`src/rtl/reg_display_mux.sv`:
```
// reg_display_mux: seven-segment scan controller for the multi-register debug display.
// Shows one of NUM_CH 32-bit register taps as hex digits. The displayed word is
// snapshotted once per scan frame so a digit sweep never mixes two values.
//
// Ports:
//   clk        - single clock, rising edge
//   reset      - asynchronous, active-low reset
//   ch_data    - flattened taps, channel i at [32*i+31:32*i]
//   step       - level input; each rising edge advances the channel
//   auto_en    - auto-rotate the channel every ROTATE_DIV cycles
//   half_sel   - 4-digit builds: 0 shows nibbles 3..0, 1 shows nibbles 7..4
//   freeze     - hold the snapshot
//   seg        - active-low segments, seg[0]=a .. seg[6]=g (registered)
//   an         - active-low one-hot digit enables (registered)
//   ch_sel     - index of the current channel
//   frame_tick - one-cycle pulse in the last cycle of each scan frame
module reg_display_mux #(
  parameter int unsigned NUM_CH     = 4,
  parameter int unsigned NUM_DIGITS = 4,
  parameter int unsigned SCAN_DIV   = 16,
  parameter int unsigned ROTATE_DIV = 1024,
  localparam int unsigned ChW       = $clog2(NUM_CH)
) (
  input  logic                    clk,
  input  logic                    reset,
  input  logic [32*NUM_CH-1:0]    ch_data,
  input  logic                    step,
  input  logic                    auto_en,
  input  logic                    half_sel,
  input  logic                    freeze,
  output logic [6:0]              seg,
  output logic [NUM_DIGITS-1:0]   an,
  output logic [ChW-1:0]          ch_sel,
  output logic                    frame_tick
);

  localparam int unsigned PreW = $clog2(SCAN_DIV);
  localparam int unsigned DigW = $clog2(NUM_DIGITS);
  localparam int unsigned RotW = $clog2(ROTATE_DIV);

  logic [PreW-1:0]       presc_q, presc_d;
  logic [DigW-1:0]       digit_q, digit_d;
  logic [31:0]           snap_q, snap_d;
  logic [ChW-1:0]        ch_sel_q, ch_sel_d;
  logic [RotW-1:0]       rot_q, rot_d;
  logic                  step_q;
  logic [6:0]            seg_q, seg_d;
  logic [NUM_DIGITS-1:0] an_q, an_d;

  logic        presc_wrap;
  logic        step_edge;
  logic        rot_tc;
  logic        advance;
  logic [31:0] ch_word;
  logic [2:0]  nib_idx;
  logic [3:0]  nib;

  function automatic logic [6:0] hex_to_seg(input logic [3:0] v);
    logic [6:0] s;
    case (v)
      4'h0: s = 7'h40;
      4'h1: s = 7'h79;
      4'h2: s = 7'h24;
      4'h3: s = 7'h30;
      4'h4: s = 7'h19;
      4'h5: s = 7'h12;
      4'h6: s = 7'h02;
      4'h7: s = 7'h78;
      4'h8: s = 7'h00;
      4'h9: s = 7'h10;
      4'hA: s = 7'h08;
      4'hB: s = 7'h03;
      4'hC: s = 7'h46;
      4'hD: s = 7'h21;
      4'hE: s = 7'h06;
      default: s = 7'h0E;
    endcase
    return s;
  endfunction

  // Scan timing
  assign presc_wrap = (presc_q == PreW'(SCAN_DIV - 1));
  assign frame_tick = presc_wrap && (digit_q == DigW'(NUM_DIGITS - 1));

  always_comb begin
    presc_d = presc_wrap ? '0 : presc_q + 1'b1;
    digit_d = digit_q;
    if (presc_wrap) begin
      digit_d = (digit_q == DigW'(NUM_DIGITS - 1)) ? '0 : digit_q + 1'b1;
    end
  end

  // Channel selection: a step edge and a rotate terminal count in the same
  // cycle collapse into a single advance.
  assign step_edge = step & ~step_q;
  assign rot_tc    = auto_en & (rot_q == RotW'(ROTATE_DIV - 1));
  assign advance   = step_edge | rot_tc;

  always_comb begin
    ch_sel_d = ch_sel_q;
    if (advance) begin
      ch_sel_d = (ch_sel_q == ChW'(NUM_CH - 1)) ? '0 : ch_sel_q + 1'b1;
    end
    // Step edges restart the rotate interval so the next auto-advance is a full
    // ROTATE_DIV away from a manual one.
    rot_d = (!auto_en || advance) ? '0 : rot_q + 1'b1;
  end

  // Snapshot loads only at frame end, so a channel change never tears a frame
  assign ch_word = ch_data[32*ch_sel_q +: 32];
  assign snap_d  = (frame_tick && !freeze) ? ch_word : snap_q;

  // Digit content and output decode
  always_comb begin
    if (NUM_DIGITS == 8) begin
      nib_idx = 3'(digit_q);
    end else begin
      nib_idx = {half_sel, digit_q[1:0]};
    end
    nib   = snap_q[4*nib_idx +: 4];
    seg_d = hex_to_seg(nib);
    an_d  = ~(NUM_DIGITS'(1) << digit_q);
  end

  always_ff @(posedge clk or negedge reset) begin
    if (!reset) begin
      presc_q  <= '0;
      digit_q  <= '0;
      snap_q   <= '0;
      ch_sel_q <= '0;
      rot_q    <= '0;
      step_q   <= 1'b0;
      seg_q    <= 7'h7F;
      an_q     <= '1;
    end else begin
      presc_q  <= presc_d;
      digit_q  <= digit_d;
      snap_q   <= snap_d;
      ch_sel_q <= ch_sel_d;
      rot_q    <= rot_d;
      step_q   <= step;
      seg_q    <= seg_d;
      an_q     <= an_d;
    end
  end

  assign seg    = seg_q;
  assign an     = an_q;
  assign ch_sel = ch_sel_q;

endmodule

```
`config.mk`:
```
export PLATFORM = sky130hd
export DESIGN_NAME = reg_display_mux
export DESIGN_NICKNAME = d
export VERILOG_FILES = /design/src/rtl/reg_display_mux.sv
export SDC_FILE = /design/constraint.sdc
export NUM_CORES = 1
export LEC_CHECK = 0
export BUFFER_PORTS_ARGS = -buffer_cell sky130_fd_sc_hd__buf_2
export CORE_MARGIN = 4
export CORE_UTILIZATION = 44
export CTS_CLUSTER_SIZE = 8
export DETAILED_ROUTE_END_ITERATION = 10
export PLACE_DENSITY = 0.89
export SYNTH_ARGS = -nofsm -noshare
export SYNTH_HDL_FRONTEND = slang
export SYNTH_SLANG_ARGS = --single-unit
```
`constraint.sdc`:
```
create_clock -name clk -period 2.2 [get_ports clk]
set_input_delay 0.33 -clock clk [delete_from_list [all_inputs] [get_ports clk]]
set_output_delay 0.33 -clock clk [all_outputs]
set_load 0.05 [all_outputs]
```
==> flow_summary.yaml, run 1 <==
status:
  run_status: "finished, final reports clean"
route:
  vias: 2728
  post_drt_wl_per_cell_um: 17.8
  route.antenna.remaining_nets: 0
  detail_route.drc_violations: 0
  drt_first_pass_iters: 4
  route.detailed.vias_per_inst: 5.35
  routed_wirelength_um: 9080
  initialDrtViolationCount: 105
critical_path:
  crit_arrival_ps: 2320
  worst-setup-path-type: "flip-flop to flip-flop"
  worstPathRequired_ps: 2470
  crit_path_start_kind: "flip-flop"
  critical_path.max_fanout: 9
  end_kind: "flip-flop"
place:
  place_inst: 494
  buffer_ports.inserted: 147
  dp_hpwl_um: 7250
  placedInstanceArea_um2: 4570
  dp_slack_ps: 87.1
  globalplace.congestion: 0.830
hold_path:
  hp-class: "primary input to flip-flop"
synthesis:
  synth_top_family_by_area: "multiplexers"
  synthesis.nets: 396
  async_reset_ff_share_pct: 100
  postSynthRegisterBits: 62
  synth-edff-count: 0
  post_synth_and_or_nand_nor_area_fraction_pct: 5.31
  post_synth_instance_area_um2: 3650
  synth_seq_area_share_pct: 42.9
  synth.avg_cell_area_um2: 14.6
  ys_types: 36
  synth_warnings: 0
  post_synth_inst_count: 250
  synth-main-ff-cell: "dfrtp_1"
  post_synth_fa_ha_maj_area_fraction_pct: 4.11
  synth.mux.area_fraction_pct: 39.6
  yosys.area_share.xor_xnor_pct: 2.40
  synth_compound_area_share_pct: 2.16
sta:
  tightest_slew_ps: 424
  timing.clock.skew_ps: 4.99
  fin_crit_period_ps: 2050
  timing.max_slew.rel_slack_pct: 71.8
  finalSetupTns_ps: 0
  setup_viol_count_final: 0
  timing_hold_violations_final: 0
  hold_ws_ps: 100
  rsz0062_at_grt: "no"
  timing.fmax_mhz: 488
  timing.final.max_slew_violations: 0
  timing.final.ws_setup_ps: 150
  fin_crit_sh_pct: 93.2
clock_network:
  tritoncts: "built"
  cts_sinks: 62
  worst_setup_hold_path_clk_slew_ps: 70
  clock_tree.root_cell: "clkbuf_8"
  cts-buffers-inserted: 9
  clockBufferDepth: 2
  clk_latency_worst_skew_pair_ps: 350
  cts_htree_levels: 3
global_route:
  overflow: 0
  grt_max_degree: 63
  grt_first_pass_wirelength_um: 14900
  grt_pass1_vias: 3115
  antenna_found_initial: 1
  grt_util_all_layers_pct: 19.7
pwr:
  static-leakage-power_nw: 2.31
  power.density_nw_per_um2: 803
  vdd_drop_max_mv: 0.393
floorplanning:
  row_count: 32
  pin_count: 148
  die_width_um: 99.1
  die_area_um2: 9820
  starting_utilization_of_the_core_area_pct: 46.3
  fp.coreArea_um2: 7890
  die_y_um: 99.1
run:
  maxCapViolations: 0
finish:
  flow.area_growth_from_synthesis_pct: 31.0
  layout.cell_area.non_filler_um2: 4780
  drive_above_1_share_pct: 63.2
  design.final.nets: 550
  layout.cells.non_filler: 510
  n_fill_cell: 613
  antennaDiodeCount: 0
-- report_power, final --
group	internal (mW)	switching (mW)	total [mW]
clock	0.625	0.441	1.07
sequential	1.22	0.0711	1.29
combinational	0.816	0.667	1.48
total	2.66	1.18	3.84
-- placed cells by master, fill, tap and decap left out, types with 5 or more instances in the layout --
cell type / instances
buf_2: 147
dfrtp_1: 49
mux4_2: 37
mux2_2: 33
nor2_1: 15
inv_1: 13
ha_1: 12
dfstp_2: 11
clkbuf_8: 9
nand3_1: 8
mux2i_1: 7
buf_4: 6
xnor2_1: 5
xor2_1: 5
-- per-stage QoR --
stage | util [%] | power [mW]
final | 60.6 | 3.84
after detailed placement | 57.9 | 2.83
after global routing | 60.6 | 4.06
after CTS | 60.6 | 3.91
after global placement | 57.9 | 2.78
after floorplan | - | 2.37
-- worst max-delay path, stage by stage, from the launching register on --
cell and delay (ps):
dfrtp_2 440, buf_4 180, mux4_2 540, mux2i_4 240, buf_4 230, mux2i_1 220, mux2i_1 110
-- sequential cells by signal, indices dropped and copies added, names as in the netlist --
signal   count
snap_q      32
rot_q       10
seg          7
an           4
presc_q      4
ch_sel       2
digit_q      2
step_q       1
-- cells by family (layout without fill, tap and decap cells) --
family	Yosys count	in the layout
AO/OA/AOI/OAI	12	12
adder cells (fa/ha/maj)	12	12
multiplexers	86	86
flip-flops	62	62
XOR/XNOR	10	10
buffers and inverters	28	186
AND/OR/NAND/NOR	40	40
-- worst paths after layout --
path	from	to	cells after the start	slack (ps)
worst max register to register	digit_q[0]	seg[3]	6	150
min in group asynchronous	reset	presc_q[3]	3	510
worst min-delay path	step	step_q	1	100
worst max-delay path	digit_q[0]	seg[3]	6	150
max in group asynchronous	reset	seg[2]	3	1390
worst min register to register	rot_q[0]	rot_q[0]	1	500
-- cells in the mapped netlist, types with 4 or more instances --
| library cell | n | share of area (%) |
|---|---|---|
| mux2i_1 | 7 | 1.9 |
| nand3_1 | 8 | 1.1 |
| clkbuf_1 | 6 | 0.62 |
| ha_1 | 12 | 4.1 |
| nand2_1 | 4 | 0.41 |
| dfstp_2 | 11 | 7.9 |
| inv_1 | 13 | 1.3 |
| nor3_1 | 4 | 0.55 |
| buf_2 | 6 | 0.82 |
| dfrtp_1 | 51 | 35 |
| xnor2_1 | 5 | 1.2 |
| mux2_2 | 33 | 10 |
| xor2_1 | 5 | 1.2 |
| o21ai_0 | 4 | 0.55 |
| nor2_1 | 15 | 1.5 |
| mux4_2 | 37 | 23 |
-- final cells by class --
class	instances	area (um2)	share of cell area, %
inverter	13	48.8	1.02
sequential	62	1570	32.8
timing repair buffer	158	871	18.2
multi-input combinational	160	1960	41.0
clock buffer	10	128	2.67
tap	102	128	2.67
clock inverter	5	75.1	1.57
-- metal layers --
layer / vias to the layer above / wire length, um / global-route usage (%)
li1: 1257 / - / -
met1: 1350 / 3480 / 22.9
met2: 101 / 4830 / 33.8
met3: 18 / 585 / 5.31
met4: 2 / 172 / 8.93
met5: - / 13 / 0
-- timing repair --
| item | in CTS | in global routing |
|---|---|---|
| hold buffers | 1 | 0 |
| setup buffers | 0 | 0 |
| gates resized for setup | 0 | 1 |
| setup endpoints to repair | 0 | 3 |
| hold endpoints to repair | 51 | 0 |
No activity file was read; power rests on OpenSTA's default activity.
==> run 2, diff against run 1 <==
CELL_PAD_IN_SITES_DETAIL_PLACEMENT = 2   (was unset)
CELL_PAD_IN_SITES_GLOBAL_PLACEMENT = 2   (was unset)
CORE_UTILIZATION = 28   (was 44)
PLACE_DENSITY = 0.88   (was 0.89)
==> run 2 against run 1 <==
Compared with the run above:
- register-to-register slack got worse by 80 ps
- sequential share of layout area decreased by 1.6 points
- core utilization decreased by 21 points
- die area increased by 52%
- wire length increased by 40%
- total power increased by 16%
- critical path type unchanged
- largest cell class unchanged
==> flow_summary.yaml, run 2 (synthesis gave the netlist of run 1 again) <==
place:
  globalplace.congestion: 0.770
  dp_hpwl_um: 9950
  dp_slack_ps: -49.8
  buffer_ports.inserted: 147
  placedInstanceArea_um2: 4660
  place_inst: 567
run:
  maxCapViolations: 0
sta:
  tightest_slew_ps: 703
  timing.final.max_slew_violations: 0
  hold_ws_ps: 51.0
  timing.final.ws_setup_ps: 67.6
  setup_viol_count_final: 0
  fin_crit_sh_pct: 96.9
  timing.max_slew.rel_slack_pct: 53.1
  timing.clock.skew_ps: 5.65
  timing_hold_violations_final: 0
  timing.fmax_mhz: 469
  fin_crit_period_ps: 2130
  finalSetupTns_ps: 0
clock_network:
  tritoncts: "built"
  clk_latency_worst_skew_pair_ps: 330
  cts_sinks: 62
  worst_setup_hold_path_clk_slew_ps: 60
  post_cts_hold_buffer_count: 0
  clock_tree.root_cell: "clkbuf_16"
  clockBufferDepth: 2
  cts-buffers-inserted: 9
  cts_htree_levels: 3
global_route:
  grt_util_all_layers_pct: 17.7
  grt_max_degree: 33
  overflow: 0
  antenna_found_initial: 0
  grt_first_pass_wirelength_um: 19600
  grt_pass1_vias: 3409
hold_path:
  hp-class: "primary input to asynchronous set/reset pin"
finish:
  drive_above_1_share_pct: 65.8
  final_common_cell: "buf_2"
  ff_latch_area_um2: 1570
  flip_flop_count_of_the_largest_register_all_copies_and_words_added: 32
  multi_input_area_um2: 1980
  layout.cell_area.non_filler_um2: 5030
  layout_utilization_pct: 39.7
  antennaDiodeCount: 0
  n_fill_cell: 1296
  flow.area_growth_from_synthesis_pct: 37.8
  registers.top_by_ff_count: "snap_q"
  layout_common_cells: "147 x buf_2, 49 x dfrtp_1, 38 x mux4_2"
  layout.cells.non_filler: 584
  design.final.nets: 553
critical_path:
  cpLargestDelayFamily: "multiplexers"
  setup.reg_to_reg.worst_slack_ps: 70
  crit_slowest_cell: "mux4_2"
  regToRegStartpoint: "digit_q[0]"
  crit_arrival_ps: 2390
  chain_of_cells_forming_the_critical_path: "buf_4 -> mux4_2 -> mux2i_2 -> inv_1 -> ha_2 -> mux2_1 -> o21ai_2"
  worstPathRequired_ps: 2460
  critical_path.max_fanout: 3
  critical_path_buf_inv_count: 2
  end_kind: "flip-flop"
  crit_path_start_kind: "flip-flop"
  reg2reg_to: "seg[4]"
  critPathMaxStageDelay_ps: 540
  worst-setup-path-type: "flip-flop to flip-flop"
  worst_r2r_path_depth: 7
floorplanning:
  row_count: 41
  die_y_um: 122
  starting_utilization_of_the_core_area_pct: 28.8
  die_width_um: 122
  pin_count: 148
  die_area_um2: 14900
  fp.coreArea_um2: 12700
route:
  vias: 2825
  routed_wirelength_um: 12700
  initialDrtViolationCount: 169
  route.detailed.vias_per_inst: 4.84
  detail_route.drc_violations: 0
  post_drt_wl_per_cell_um: 21.8
  drt_first_pass_iters: 4
  route.antenna.remaining_nets: 0
pwr:
  vdd_drop_max_mv: 0.563
  static-leakage-power_nw: 2.37
  power.density_nw_per_um2: 882
  power_after_layout_mw: 4.44
status:
  run_status: "finished, final reports clean"
run 2: changes by cell type in the layout (fill, tap and decap cells not counted), sizes merged:
cell	before	now
buf	157	161
clkbuf	10	13
clkinv	3	1
dlygate4sd3	1	0
run 2: how the worst max path moves through the flow:
stage | from | slack [ps] | depth (start not counted) | end
finish | digit_q[0] | 70 | 7 | seg[4]
global route | digit_q[0] | -4 | 6 | seg[5]
CTS | digit_q[0] | 10 | 7 | seg[4]
detailed placement | digit_q[0] | -50 | 6 | seg[4]
global placement | digit_q[0] | 170 | 7 | seg[0]
floorplan | digit_q[0] | 10 | 7 | seg[4]
run 2: area by class of cell:
class | instances | share of cell area [%]
clock inverter | 3 | 1.29
timing repair buffer | 161 | 17.5
clock buffer | 13 | 5.37
multi-input combinational | 160 | 39.4
inverter | 13 | 0.970
sequential | 62 | 31.2
tap | 172 | 4.28
run 2: what timing repair did:
item / 4_1_cts / 5_1_grt
resized for setup: 4 / 5
setup endpoints to repair: 4 / 5
pin swaps: 0 / 0
buffers inserted: 0 / 1
run 2: metal layers:
layer	wire length [um]	vias to the layer above	track usage [%]
met1	4650	1456	18.8
met4	136	0	3.99
met3	603	10	4.22
li1	-	1264	-
met2	7320	95	35.0
met5	0	-	0
run 2: power by group:
part	switching, mW	internal, mW	leakage (nW)
logic	0.739	0.806	1.43
clock network	0.504	1.08	0.166
registers	0.0828	1.22	0.769
total	1.33	3.11	2.37
==> run 3, diff against run 2 <==
SETUP_SLACK_MARGIN = 0.15   (was unset)
==> run 3 against run 2 <==
Compared with the run above:
- via count up 2.2%
- worst setup slack better by 48 ps
- combinational power up 4%
- maximum frequency up 2.3%
- clock skew up 3.4 ps
- first-iteration DRC count down 49%
- critical path type unchanged
- critical endpoint is now seg[3]
==> flow_summary.yaml, run 3 (synthesis gave the netlist of run 1 again) <==
sta:
  setup_viol_count_final: 0
  timing_hold_violations_final: 0
  tightest_slew_ps: 763
  timing.fmax_mhz: 480
  fin_crit_sh_pct: 94.7
  rsz0062_at_grt: "yes"
  timing.clock.skew_ps: 9.09
  timing.final.max_slew_violations: 0
  fin_crit_period_ps: 2080
  timing.max_slew.rel_slack_pct: 49.1
  finalSetupTns_ps: 0
finish:
  flow.area_growth_from_synthesis_pct: 40.6
  layout_common_cells: "147 x buf_2, 48 x dfrtp_1, 40 x mux4_2"
  final_common_cell: "buf_2"
  flip_flop_count_of_the_largest_register_all_copies_and_words_added: 32
  registers.top_by_ff_count: "snap_q"
  drive_above_1_share_pct: 68.3
  design.final.nets: 558
  layout_utilization_pct: 40.5
critical_path:
  end_kind: "flip-flop"
  worst-setup-path-type: "flip-flop to flip-flop"
  chain_of_cells_forming_the_critical_path: "buf_12 -> mux4_2 -> mux2i_4 -> buf_6 -> ha_4 -> inv_4 -> mux2i_1 -> mux2i_1"
  crit_cells: 8
  critPathMostFrequentCell: "mux2i_1"
  critPathMaxStageDelay_ps: 540
  crit_slowest_cell: "mux4_2"
  worst_r2r_path_depth: 8
  setup.reg_to_reg.worst_slack_ps: 120
  crit_arrival_ps: 2320
  worstPathRequired_ps: 2440
  cpLargestDelayFamily: "multiplexers"
  crit_path_start_kind: "flip-flop"
  critical_path_buf_inv_count: 3
  critical_path.max_fanout: 8
floorplanning:
  die_y_um: 122
  die_area_um2: 14900
  die_width_um: 122
  fp.coreArea_um2: 12700
  starting_utilization_of_the_core_area_pct: 28.8
  row_count: 41
  pin_count: 148
route:
  routed_wirelength_um: 13000
  met1Wirelength_um: 4870
  post_drt_wl_per_cell_um: 22.0
  met3WireLength_um: 611
  detail_route.drc_violations: 0
  route.detailed.vias_per_inst: 4.88
  drt_first_pass_iters: 4
  route.antenna.remaining_nets: 0
  top_layer: "met4"
  routed-wl-met2_um: 7200
  vias: 2887
  initialDrtViolationCount: 86
global_route:
  grt_first_pass_wirelength_um: 19100
  grt_max_degree: 35
  grt_util_all_layers_pct: 17.4
  grt_pass1_vias: 3414
  antenna_found_initial: 2
  overflow: 0
clock_network:
  clock_tree.root_cell: "clkbuf_16"
  tritoncts: "built"
  worst_setup_hold_path_clk_slew_ps: 60
  clk_latency_worst_skew_pair_ps: 340
  cts_sinks: 62
  cts_htree_levels: 3
  cts-buffers-inserted: 9
  clockBufferDepth: 2
pwr:
  p_switching_mw: 1.40
  vdd_drop_max_mv: 0.609
  static-leakage-power_nw: 2.38
  cellInternalPower_mw: 3.05
  sequential_cell_fraction_of_total_power_pct: 28.7
  share_comb_of_total_power_pct: 36.3
  power.density_nw_per_um2: 865
  power_after_layout_mw: 4.44
  power.share.clock_pct: 35.0
  switching_share_pct: 31.4
run:
  maxCapViolations: 0
place:
  buffer_ports.inserted: 147
  globalplace.congestion: 0.741
  dp_hpwl_um: 9700
hold_path:
  hp-class: "primary input to asynchronous set/reset pin"
status:
  run_status: "finished, final reports clean"
[run 3: cell count changes in the layout (fill, tap and decap cells not counted), moves of 2 or more]
cell,change
clkinvlp_4,+3
mux2_4,+2
mux4_1,-2
ha_4,+3
buf_6,+2
mux2i_4,+2
clkbuf_8,-3
inv_2,+2
mux2i_2,-2
ha_2,-2
inv_1,-3
diode_2,+2
buf_4,+2
mux4_2,+2
[run 3: layer usage]
layer  GRT usage [%]  vias to the layer above
met5               0                        -
met4            5.95                        0
met3            4.22                       18
met2            33.1                       98
met1            18.5                     1498
li1                -                     1273
[run 3: stage by stage]
step           cells  worst slack, ps  instance area (um2)  hold slack [ps]
2_1_floorplan    250              184                 3660             34.4
3_3_place_gp     563              101                 4660              403
3_5_place_dp     563            -81.5                 4660              437
4_1_cts          582              151                 5010             82.9
5_1_grt          591             41.7                 5130              108
6_report         591              116                 5130             66.3
[run 3: what timing repair did]
action,in CTS,in global routing
hold buffers,0,0
setup buffers,3,7
pin swaps,1,3
endpoints found under the setup margin,8,6
gates resized for setup,6,13
[run 3: final cells by class]
| type | count | area (um2) |
|---|---|---|
| timing repair buffer | 166 | 936 |
| clock buffer | 9 | 225 |
| inverter | 13 | 51.3 |
| fill | 1326 | 7540 |
| sequential | 62 | 1570 |
| multi-input combinational | 160 | 2030 |
| antenna | 2 | 5.00 |
| tap | 172 | 215 |
| clock inverter | 7 | 96.3 |
[run 3: worst register-to-register path, stage by stage (launching register included)]
cell     delay (ps)
dfrtp_2         400
buf_12          140
mux4_2          550
mux2i_4         210
buf_6           160
ha_4            210
inv_4            60
mux2i_1          60
mux2i_1         200
[run 3: path summary, 6_finish.rpt]
kind	start	endpoint
setup reg to reg	digit_q[0]	seg[3]
hold / removal	reset	snap_q[3]
hold reg to reg	presc_q[0]	presc_q[0]
setup / recovery	digit_q[0]	seg[3]
min in group clk	step	step_q
max in group asynchronous	reset	seg[3]
[run 3: power by group through the flow]
stage               logic (mW)  registers, mW  clock network (mW)
floorplan                0.980           1.40                   0
global placement          1.53           1.28                   0
detailed placement        1.59           1.29                   0
CTS                       1.61           1.27                1.57
global route              1.73           1.28                1.63
finish                    1.61           1.27                1.55
